===== config.mk =====
export PLATFORM = sky130hd
export DESIGN_NAME = pipelined_adder
export DESIGN_NICKNAME = d
export VERILOG_FILES = /design/src/rtl/pipelined_adder.sv
export SDC_FILE = /design/constraint.sdc
export NUM_CORES = 1
export LEC_CHECK = 0
export CORE_ASPECT_RATIO = 0.9
export CORE_MARGIN = 2
export CORE_UTILIZATION = 54
export DETAILED_ROUTE_END_ITERATION = 10
export PLACE_DENSITY = 0.82
export SETUP_SLACK_MARGIN = 0.02
export SYNTH_ARGS = -nofsm -noshare
export SYNTH_HDL_FRONTEND = slang
export SYNTH_SLANG_ARGS = --single-unit

===== constraint.sdc =====
create_clock -name clk -period 7.39 [get_ports clk]
set_input_delay 1.1085 -clock clk [delete_from_list [all_inputs] [get_ports clk]]
set_output_delay 1.1085 -clock clk [all_outputs]
set_load 0.01 [all_outputs]

===== src/rtl/pipelined_adder.sv =====
// Pipelined adder/subtractor: each stage sums one WIDTH/STAGES-bit chunk and hands its
// carry plus the not-yet-summed operand bits to the next stage, with tag and valid alongside.
module pipelined_adder #(
    parameter int WIDTH     = 32,
    parameter int STAGES    = 4,
    parameter int TAG_WIDTH = 6
) (
    input  logic                 clk,
    input  logic                 rst,
    input  logic                 flush,
    input  logic                 in_valid,
    output logic                 in_ready,
    input  logic [WIDTH-1:0]     in_a,
    input  logic [WIDTH-1:0]     in_b,
    input  logic                 in_sub,
    input  logic [TAG_WIDTH-1:0] in_tag,
    output logic                 out_valid,
    input  logic                 out_ready,
    output logic [WIDTH-1:0]     out_sum,
    output logic                 out_co,
    output logic                 out_ovf,
    output logic [TAG_WIDTH-1:0] out_tag
);

    localparam int C = WIDTH / STAGES;

    logic [STAGES-1:0] r_vld;
    logic [STAGES-1:0] w_vsrc;
    logic [STAGES-1:0] w_rdy;

    function automatic logic [C:0] chunk_add(input logic [C-1:0] a, input logic [C-1:0] b,
                                             input logic cin);
        return {1'b0, a} + {1'b0, b} + {{C{1'b0}}, cin};
    endfunction

    always_ff @(posedge clk) begin
        if (rst || flush) begin
            r_vld <= '0;
        end else begin
            for (int i = 0; i < STAGES; i++) begin
                if (w_rdy[i]) r_vld[i] <= w_vsrc[i];
            end
        end
    end

    for (genvar i = 0; i < STAGES; i++) begin : g_stage
        logic [WIDTH-1:0]     w_a_src;
        logic [WIDTH-1:0]     w_b_src;
        logic [WIDTH-1:0]     w_sum_src;
        logic [WIDTH-1:0]     w_sum_nxt;
        logic                 w_c_src;
        logic [TAG_WIDTH-1:0] w_tag_src;
        logic [C:0]           w_chunk;
        logic                 w_load;
        logic [WIDTH-1:0]     r_sum;
        logic                 r_c;
        logic [TAG_WIDTH-1:0] r_tag;

        // A stage may advance when it or any stage after it is empty, or the consumer takes.
        assign w_rdy[i] = out_ready || !(&r_vld[STAGES-1:i]);

        if (i == 0) begin : g_src
            assign w_a_src   = in_a;
            assign w_b_src   = in_sub ? ~in_b : in_b;
            assign w_c_src   = in_sub;
            assign w_sum_src = '0;
            assign w_tag_src = in_tag;
            assign w_vsrc[i] = in_valid;
        end else begin : g_src
            assign w_a_src   = g_stage[i-1].g_fwd.r_a;
            assign w_b_src   = g_stage[i-1].g_fwd.r_b;
            assign w_c_src   = g_stage[i-1].r_c;
            assign w_sum_src = g_stage[i-1].r_sum;
            assign w_tag_src = g_stage[i-1].r_tag;
            assign w_vsrc[i] = r_vld[i-1];
        end

        assign w_chunk = chunk_add(w_a_src[C*i +: C], w_b_src[C*i +: C], w_c_src);
        assign w_load  = w_rdy[i] && w_vsrc[i];

        always_comb begin
            w_sum_nxt            = w_sum_src;
            w_sum_nxt[C*i +: C]  = w_chunk[C-1:0];
        end

        if (i == STAGES-1) begin : g_out
            logic r_ovf;
            logic w_unused;
            assign w_unused = ^{w_a_src, w_b_src};

            // Output stage: data is reset so out_* read 0 until the first result.
            always_ff @(posedge clk) begin
                if (rst) begin
                    r_sum <= '0;
                    r_c   <= 1'b0;
                    r_tag <= '0;
                    r_ovf <= 1'b0;
                end else if (w_load) begin
                    r_sum <= w_sum_nxt;
                    r_c   <= w_chunk[C];
                    r_tag <= w_tag_src;
                    r_ovf <= (w_a_src[WIDTH-1] == w_b_src[WIDTH-1]) &&
                             (w_sum_nxt[WIDTH-1] != w_a_src[WIDTH-1]);
                end
            end
        end else begin : g_fwd
            logic [WIDTH-1:0] r_a;
            logic [WIDTH-1:0] r_b;

            always_ff @(posedge clk) begin
                if (w_load) begin
                    r_a   <= w_a_src;
                    r_b   <= w_b_src;
                    r_sum <= w_sum_nxt;
                    r_c   <= w_chunk[C];
                    r_tag <= w_tag_src;
                end
            end
        end
    end

    assign in_ready  = w_rdy[0];
    assign out_valid = r_vld[STAGES-1];
    assign out_sum   = g_stage[STAGES-1].r_sum;
    assign out_co    = g_stage[STAGES-1].r_c;
    assign out_tag   = g_stage[STAGES-1].r_tag;
    assign out_ovf   = g_stage[STAGES-1].g_out.r_ovf;

endmodule


[Word level (Yosys, flattened, before mapping)]
Cells that the tools add are included.
Word-level totals
  flip-flop bits (word level): 305
  input port bits: 76
  logic and storage cells: 52
Cells by class
  add/sub/neg operators: 8
  equality and inequality tests: 2
  mux-type cells: 1
  bitwise gates (word level): 1
  reductions and logical operators: 17
Operator list (number)
  8-bit by 8-bit adder with 9-bit output: 4
  9-bit by 1-bit adder with 9-bit output: 4
  32-bit two-way mux: 1
  32-bit NOT: 1
  1-bit logical AND: 5
  1-bit logical OR: 5
  1-bit logical NOT: 4
  4-bit AND reduction: 1
  3-bit AND reduction: 1
  2-bit AND reduction: 1
  1-bit equality test: 1
  1-bit != test: 1

[Depth between registers and ports, before layout]
  depth after elaboration: 4
  gate-level depth with buffers: 9
  gate-level depth less buffers: 8

[Worst setup path before layout]
No wires, ideal clock.
  kind: input -> register
  start: input out_ready
  end: register g_stage[1].g_fwd.r_a[16] (enable)
  setup time: 0.552 ns
  arrival time: 5.428 ns
  data required time: 6.838 ns
  path slack: 1.411 ns
  stages: 3
  path buffers: 0
  cell sequence: nor2b_1 and2_0 a21boi_0
On the way
  word-level cells in the longest chain between the ends: 2
Ends and longest elaborated chain
  start, declared: RTL line 18  | input logic out_ready,
  1-bit logical OR: RTL line 60  | assign w_rdy[i] = out_ready || !(&r_vld[STAGES-1:i]);
  1-bit logical AND: RTL line 79  | assign w_load = w_rdy[i] && w_vsrc[i];
  via g_stage[1].w_load: RTL line 54  | logic w_load;
  end signal, assigned: RTL line 112  | r_a <= w_a_src;
  end, declared: RTL line 107  | logic [WIDTH-1:0] r_a;
The timed path passes the listed nets, and every way through them passes these cells.
A chain may end at the register's enable or synchronous reset.

[Final worst setup path]
  start: input out_ready
  end: output in_ready
On the way
  word-level cells in the longest chain between the ends: 1
Ends and longest elaborated chain
  1-bit logical OR: RTL line 60
  end, declared: RTL line 12  | output logic in_ready,
No other way between the ends.

==> results <==
- The placed wire-length estimate is 9070 um.
- Setup repair after global routing left no endpoint under its margin.
- In this run the worst path has a maximum fanout of 6.
- The time the final worst path needs with I/O delays and setup is 4190 ps.
- Using the TritonRoute via totals, the vias-per-cell ratio works out to 5.17.
- The total wire length is 13400 um.
- 0 antenna diodes ended up in the layout.
- The fraction of final layout cells sized beyond drive strength 1 is 6.25%.
- The setup TNS after final layout is 0 ps.
- The count of routing violations after the opening detailed-route iteration is 261.
- Before antenna repair, the detailed router went through 4 iterations.
- The area overhead of the layout relative to synthesis is 24.9%.
- The number of instances resized during post-cts repair is 0.
- The final worst setup slack is 3200 ps.
- After synthesis the netlist holds a flip-flop and latch count of 209.
- The critical path is of the in -> out type.
- After synthesis, the share of flip-flops with an asynchronous set or reset is 0%.
- The number of global-route vias before repair came to 4616.
- The global-route usage over all layers is 16.9%.
- At the worst endpoint, the required time is 6280 ps.
- Before CTS, the worst setup slack after placement is 3210 ps.
- The run finished with clean final reports.
- The leading register cell type out of synthesis is sky130_fd_sc_hd__edfxtp_1.
- The number of cells on the worst reg-to-reg path is 7.
- For the worst setup path, the data arrival time is 3080 ps.
- The cell area after layout is 0.0101 mm2.
- The endpoint type of the worst setup path is an output pin.
- The post-synthesis area per instance is 14.7 um2.
- VDD sags by at most 171 uV.
- The global-route wire length before repair is 21400 um.
- The peak clock frequency supported by timing is 239 MHz.
- The floorplan die area is 0.0159 mm2.
- For the pin with the worst max-slew slack, the measured transition is 932 ps.
- The initialized floorplan defines 42 standard-cell rows.
- Clock-pin slew was measured on the worst setup and hold paths at 60 ps.
- The multi-input combinational cells in the finished layout cover a total of 0.00213 mm2.
- Once detail routing completed, the nets flagged for antenna violations numbered 0.
- The quantity of I/O buffers inserted on ports is 117.
- The critical path launch point type is an input pin.
- The summed instance area of the synthesized netlist is 0.00806 mm2.
- After detailed placement, the design holds a cell count of 849.
- In this run the most critical hold path is launched from g_stage[1].r_sum[14].
- The number of warnings reported in the yosys synthesis log is 0.
- After detailed routing, the average wire length per cell comes to 15.1 um.
- Tracing the worst setup path back leads to its startpoint at out_ready.
- The effective utilization at floorplan is 55.0%.
- The final hold violation count is 0.
- Counting the buffers created by CTS gives 21.
- Clock tree synthesis selected as its root buffer the cell sky130_fd_sc_hd__clkbuf_16.
- The power density normalized to cell area is 247 mW/mm2.
- After layout, the worst path uses 56.7% of the clock period.
- The tree built by TritonCTS fans out to 209 sinks.
- The clock reaches the later pin of the worst-skew pair after 480 ps.
- After filler insertion, the fill cell instance count of the layout stands at 949.
- The number of enable-type register cells in the synthesized netlist is 165.
- The core outline area is 0.0147 mm2.
- In the final layout, flip-flops and latches occupy 0.00584 mm2.
- The number of vias in the routed layout is 4579.
- The residual DRC count is 0.
- The number of setup buffers added after CTS is 0.
- Measured along the x axis, the die boundary spans 133 um.
- The total number of H-tree levels is 1.
- When the netlist entered floorplanning its net count stood at 660.
- The vertical die dimension is 120 um.
- The cell area after placement is 0.00944 mm2.
- The initial antenna violation count came to 0.
- The number of I/O pins is 118.
- For this run the aggregate overflow at the end of global routing stands at 0.
- Hold repair after CTS inserted 0 buffers.
- TritonCTS built the clock tree.
- For this design the static power due to leakage is 3.52 nW.
- The final RePlAce weighted congestion is 0.808.
- The final cell count without fillers is 886.
- The min-delay analysis places its worst path in the category reg -> reg.
- Setup violations remaining at the end of the flow were counted as 0.
- Synthesis produced a netlist whose cell count is 549.
- The worst hold path was traced through 0 stages.
- Entering global routing, the biggest net connects 64 pins.
- The maximum buffer depth of the clock tree is 3.
- The number of nets at the end of the flow is 785.
- The portion of the post-synthesis area used by sequential elements is 72.4%.
- The number of distinct library cells after synthesis is 47.
- The final max-slew violation count is 0.
- The worst clock skew is 8.20 ps.
- In this run the critical register-to-register path is launched from g_stage[1].r_c.
- The max-capacitance violation count is 0.
- Measured against its own limit, the worst slew margin works out to 37.7%.
-- cell usage after synthesis, types with 2 or more instances --
cell type | instances | area (um2)
sky130_fd_sc_hd__or2_2 | 2 | 12.5
sky130_fd_sc_hd__nand2_1 | 74 | 278
sky130_fd_sc_hd__nand4_1 | 2 | 12.5
sky130_fd_sc_hd__o211ai_1 | 5 | 37.5
sky130_fd_sc_hd__fa_1 | 7 | 140
sky130_fd_sc_hd__xnor2_1 | 12 | 105
sky130_fd_sc_hd__buf_2 | 9 | 45.0
sky130_fd_sc_hd__xor2_1 | 40 | 350
sky130_fd_sc_hd__inv_1 | 12 | 45.0
sky130_fd_sc_hd__nor4_1 | 2 | 12.5
sky130_fd_sc_hd__nand3b_1 | 2 | 15.0
sky130_fd_sc_hd__dfxtp_1 | 44 | 881
sky130_fd_sc_hd__o21ai_0 | 4 | 20.0
sky130_fd_sc_hd__nor2_1 | 21 | 78.8
sky130_fd_sc_hd__o21a_1 | 2 | 15.0
sky130_fd_sc_hd__ha_1 | 28 | 350
sky130_fd_sc_hd__a21o_1 | 6 | 45.0
sky130_fd_sc_hd__nand3_1 | 7 | 35.0
sky130_fd_sc_hd__nor3_1 | 16 | 80.1
sky130_fd_sc_hd__a211oi_1 | 5 | 37.5
sky130_fd_sc_hd__clkbuf_1 | 8 | 30.0
sky130_fd_sc_hd__a21oi_1 | 46 | 230
sky130_fd_sc_hd__o21bai_1 | 3 | 22.5
sky130_fd_sc_hd__edfxtp_1 | 165 | 4950
sky130_fd_sc_hd__nor2b_1 | 5 | 31.3
-- cell families after synthesis --
kind of cell,after synthesis,share of synthesized area [%]
adder cells (fa/ha/maj),35,6.09
flip-flops,209,72.4
AND/OR/NAND/NOR,140,7.70
multiplexers,2,0.295
AO/OA/AOI/OAI,81,6.29
XOR/XNOR,52,5.65
buffers and inverters,30,1.55
-- power by group --
part	leakage, nW	switching, W	internal [W]
Combinational	1.31	0.0000852	0.0000883
Clock	0.308	0.000396	0.000566
Sequential	1.90	0.0000143	0.00133
Total	3.52	0.000496	0.00199
-- placed cells by master (no fill, tap or decap), types with 2 or more instances in the layout --
| cell | instances |
|---|---|
| sky130_fd_sc_hd__nor2b_1 | 3 |
| sky130_fd_sc_hd__xnor2_1 | 12 |
| sky130_fd_sc_hd__nor4_1 | 2 |
| sky130_fd_sc_hd__a21o_1 | 6 |
| sky130_fd_sc_hd__clkbuf_8 | 4 |
| sky130_fd_sc_hd__buf_4 | 3 |
| sky130_fd_sc_hd__o21a_1 | 2 |
| sky130_fd_sc_hd__nand3b_1 | 2 |
| sky130_fd_sc_hd__nand3_1 | 7 |
| sky130_fd_sc_hd__a211oi_1 | 5 |
| sky130_fd_sc_hd__nor2_1 | 21 |
| sky130_fd_sc_hd__ha_1 | 28 |
| sky130_fd_sc_hd__nor3_1 | 16 |
| sky130_fd_sc_hd__clkbuf_1 | 9 |
| sky130_fd_sc_hd__buf_2 | 2 |
| sky130_fd_sc_hd__nand4_1 | 2 |
| sky130_fd_sc_hd__xor2_1 | 40 |
| sky130_fd_sc_hd__o21ai_0 | 4 |
| sky130_fd_sc_hd__clkinv_2 | 2 |
| sky130_fd_sc_hd__o211ai_1 | 5 |
| sky130_fd_sc_hd__or2_2 | 2 |
| sky130_fd_sc_hd__nor2b_4 | 2 |
| sky130_fd_sc_hd__o21bai_1 | 3 |
| sky130_fd_sc_hd__clkdlybuf4s50_1 | 115 |
| sky130_fd_sc_hd__clkbuf_16 | 21 |
| sky130_fd_sc_hd__a21oi_1 | 46 |
| sky130_fd_sc_hd__dfxtp_1 | 44 |
| sky130_fd_sc_hd__inv_1 | 12 |
| sky130_fd_sc_hd__nand2_1 | 74 |
| sky130_fd_sc_hd__fa_1 | 7 |
| sky130_fd_sc_hd__edfxtp_1 | 165 |
-- metrics by stage --
| step | total power (W) | hold WS [ps] | utilization [%] |
|---|---|---|---|
| final | 0.00248 | 414 | 68.7 |
| after global routing | 0.00257 | 420 | 68.7 |
| after CTS | 0.00251 | 415 | 68.7 |
| after detailed placement | 0.00155 | 405 | 64.4 |
| after global placement | 0.00153 | 400 | 64.4 |
| after floorplan | 0.00147 | 400 | - |
-- per-layer routing --
| metal | global-route usage [%] | vias to the layer above | part of all wire, % |
|---|---|---|---|
| li1 | - | 2232 | - |
| met1 | 20.1 | 2181 | 40 |
| met2 | 30.5 | 137 | 51 |
| met3 | 3.93 | 29 | 5.9 |
| met4 | 5.38 | 0 | 2.5 |
| met5 | 0 | - | 0 |
-- final timing paths --
check                         endpoint  slack, ps
setup / recovery              in_ready       3200
hold / removal    g_stage[2].r_sum[14]        410
setup reg to reg  g_stage[2].r_sum[22]       4900
hold reg to reg   g_stage[2].r_sum[14]        410
-- area by class of cell --
| cell class | instances | area share, % |
|---|---|---|
| clock inverters | 3 | 0.137 |
| clock buffers | 34 | 6.10 |
| repair buffers | 120 | 11.8 |
| well taps | 198 | 2.46 |
| flip-flops and latches | 209 | 58.0 |
| inverters | 12 | 0.447 |
| multi-input cells | 310 | 21.1 |
-- state kept, by name (all words and copies together), names as in the netlist --
name / cells
r_vld: 4
g_stage.g_fwd.r_b: 48
g_stage.g_fwd.r_a: 48
g_stage.r_sum: 48
g_stage.r_c: 3
out_co: 1
out_sum: 32
out_ovf: 1
g_stage.r_tag: 18
out_tag: 6
-- critical path, cell delays in order --
cell and delay (ps):
sky130_fd_sc_hd__clkdlybuf4s50_1 450, sky130_fd_sc_hd__nor2b_1 310, sky130_fd_sc_hd__and2_0 490, sky130_fd_sc_hd__nand3_1 210, sky130_fd_sc_hd__clkdlybuf4s50_1 520
No activity file was read; power rests on OpenSTA's default activity.
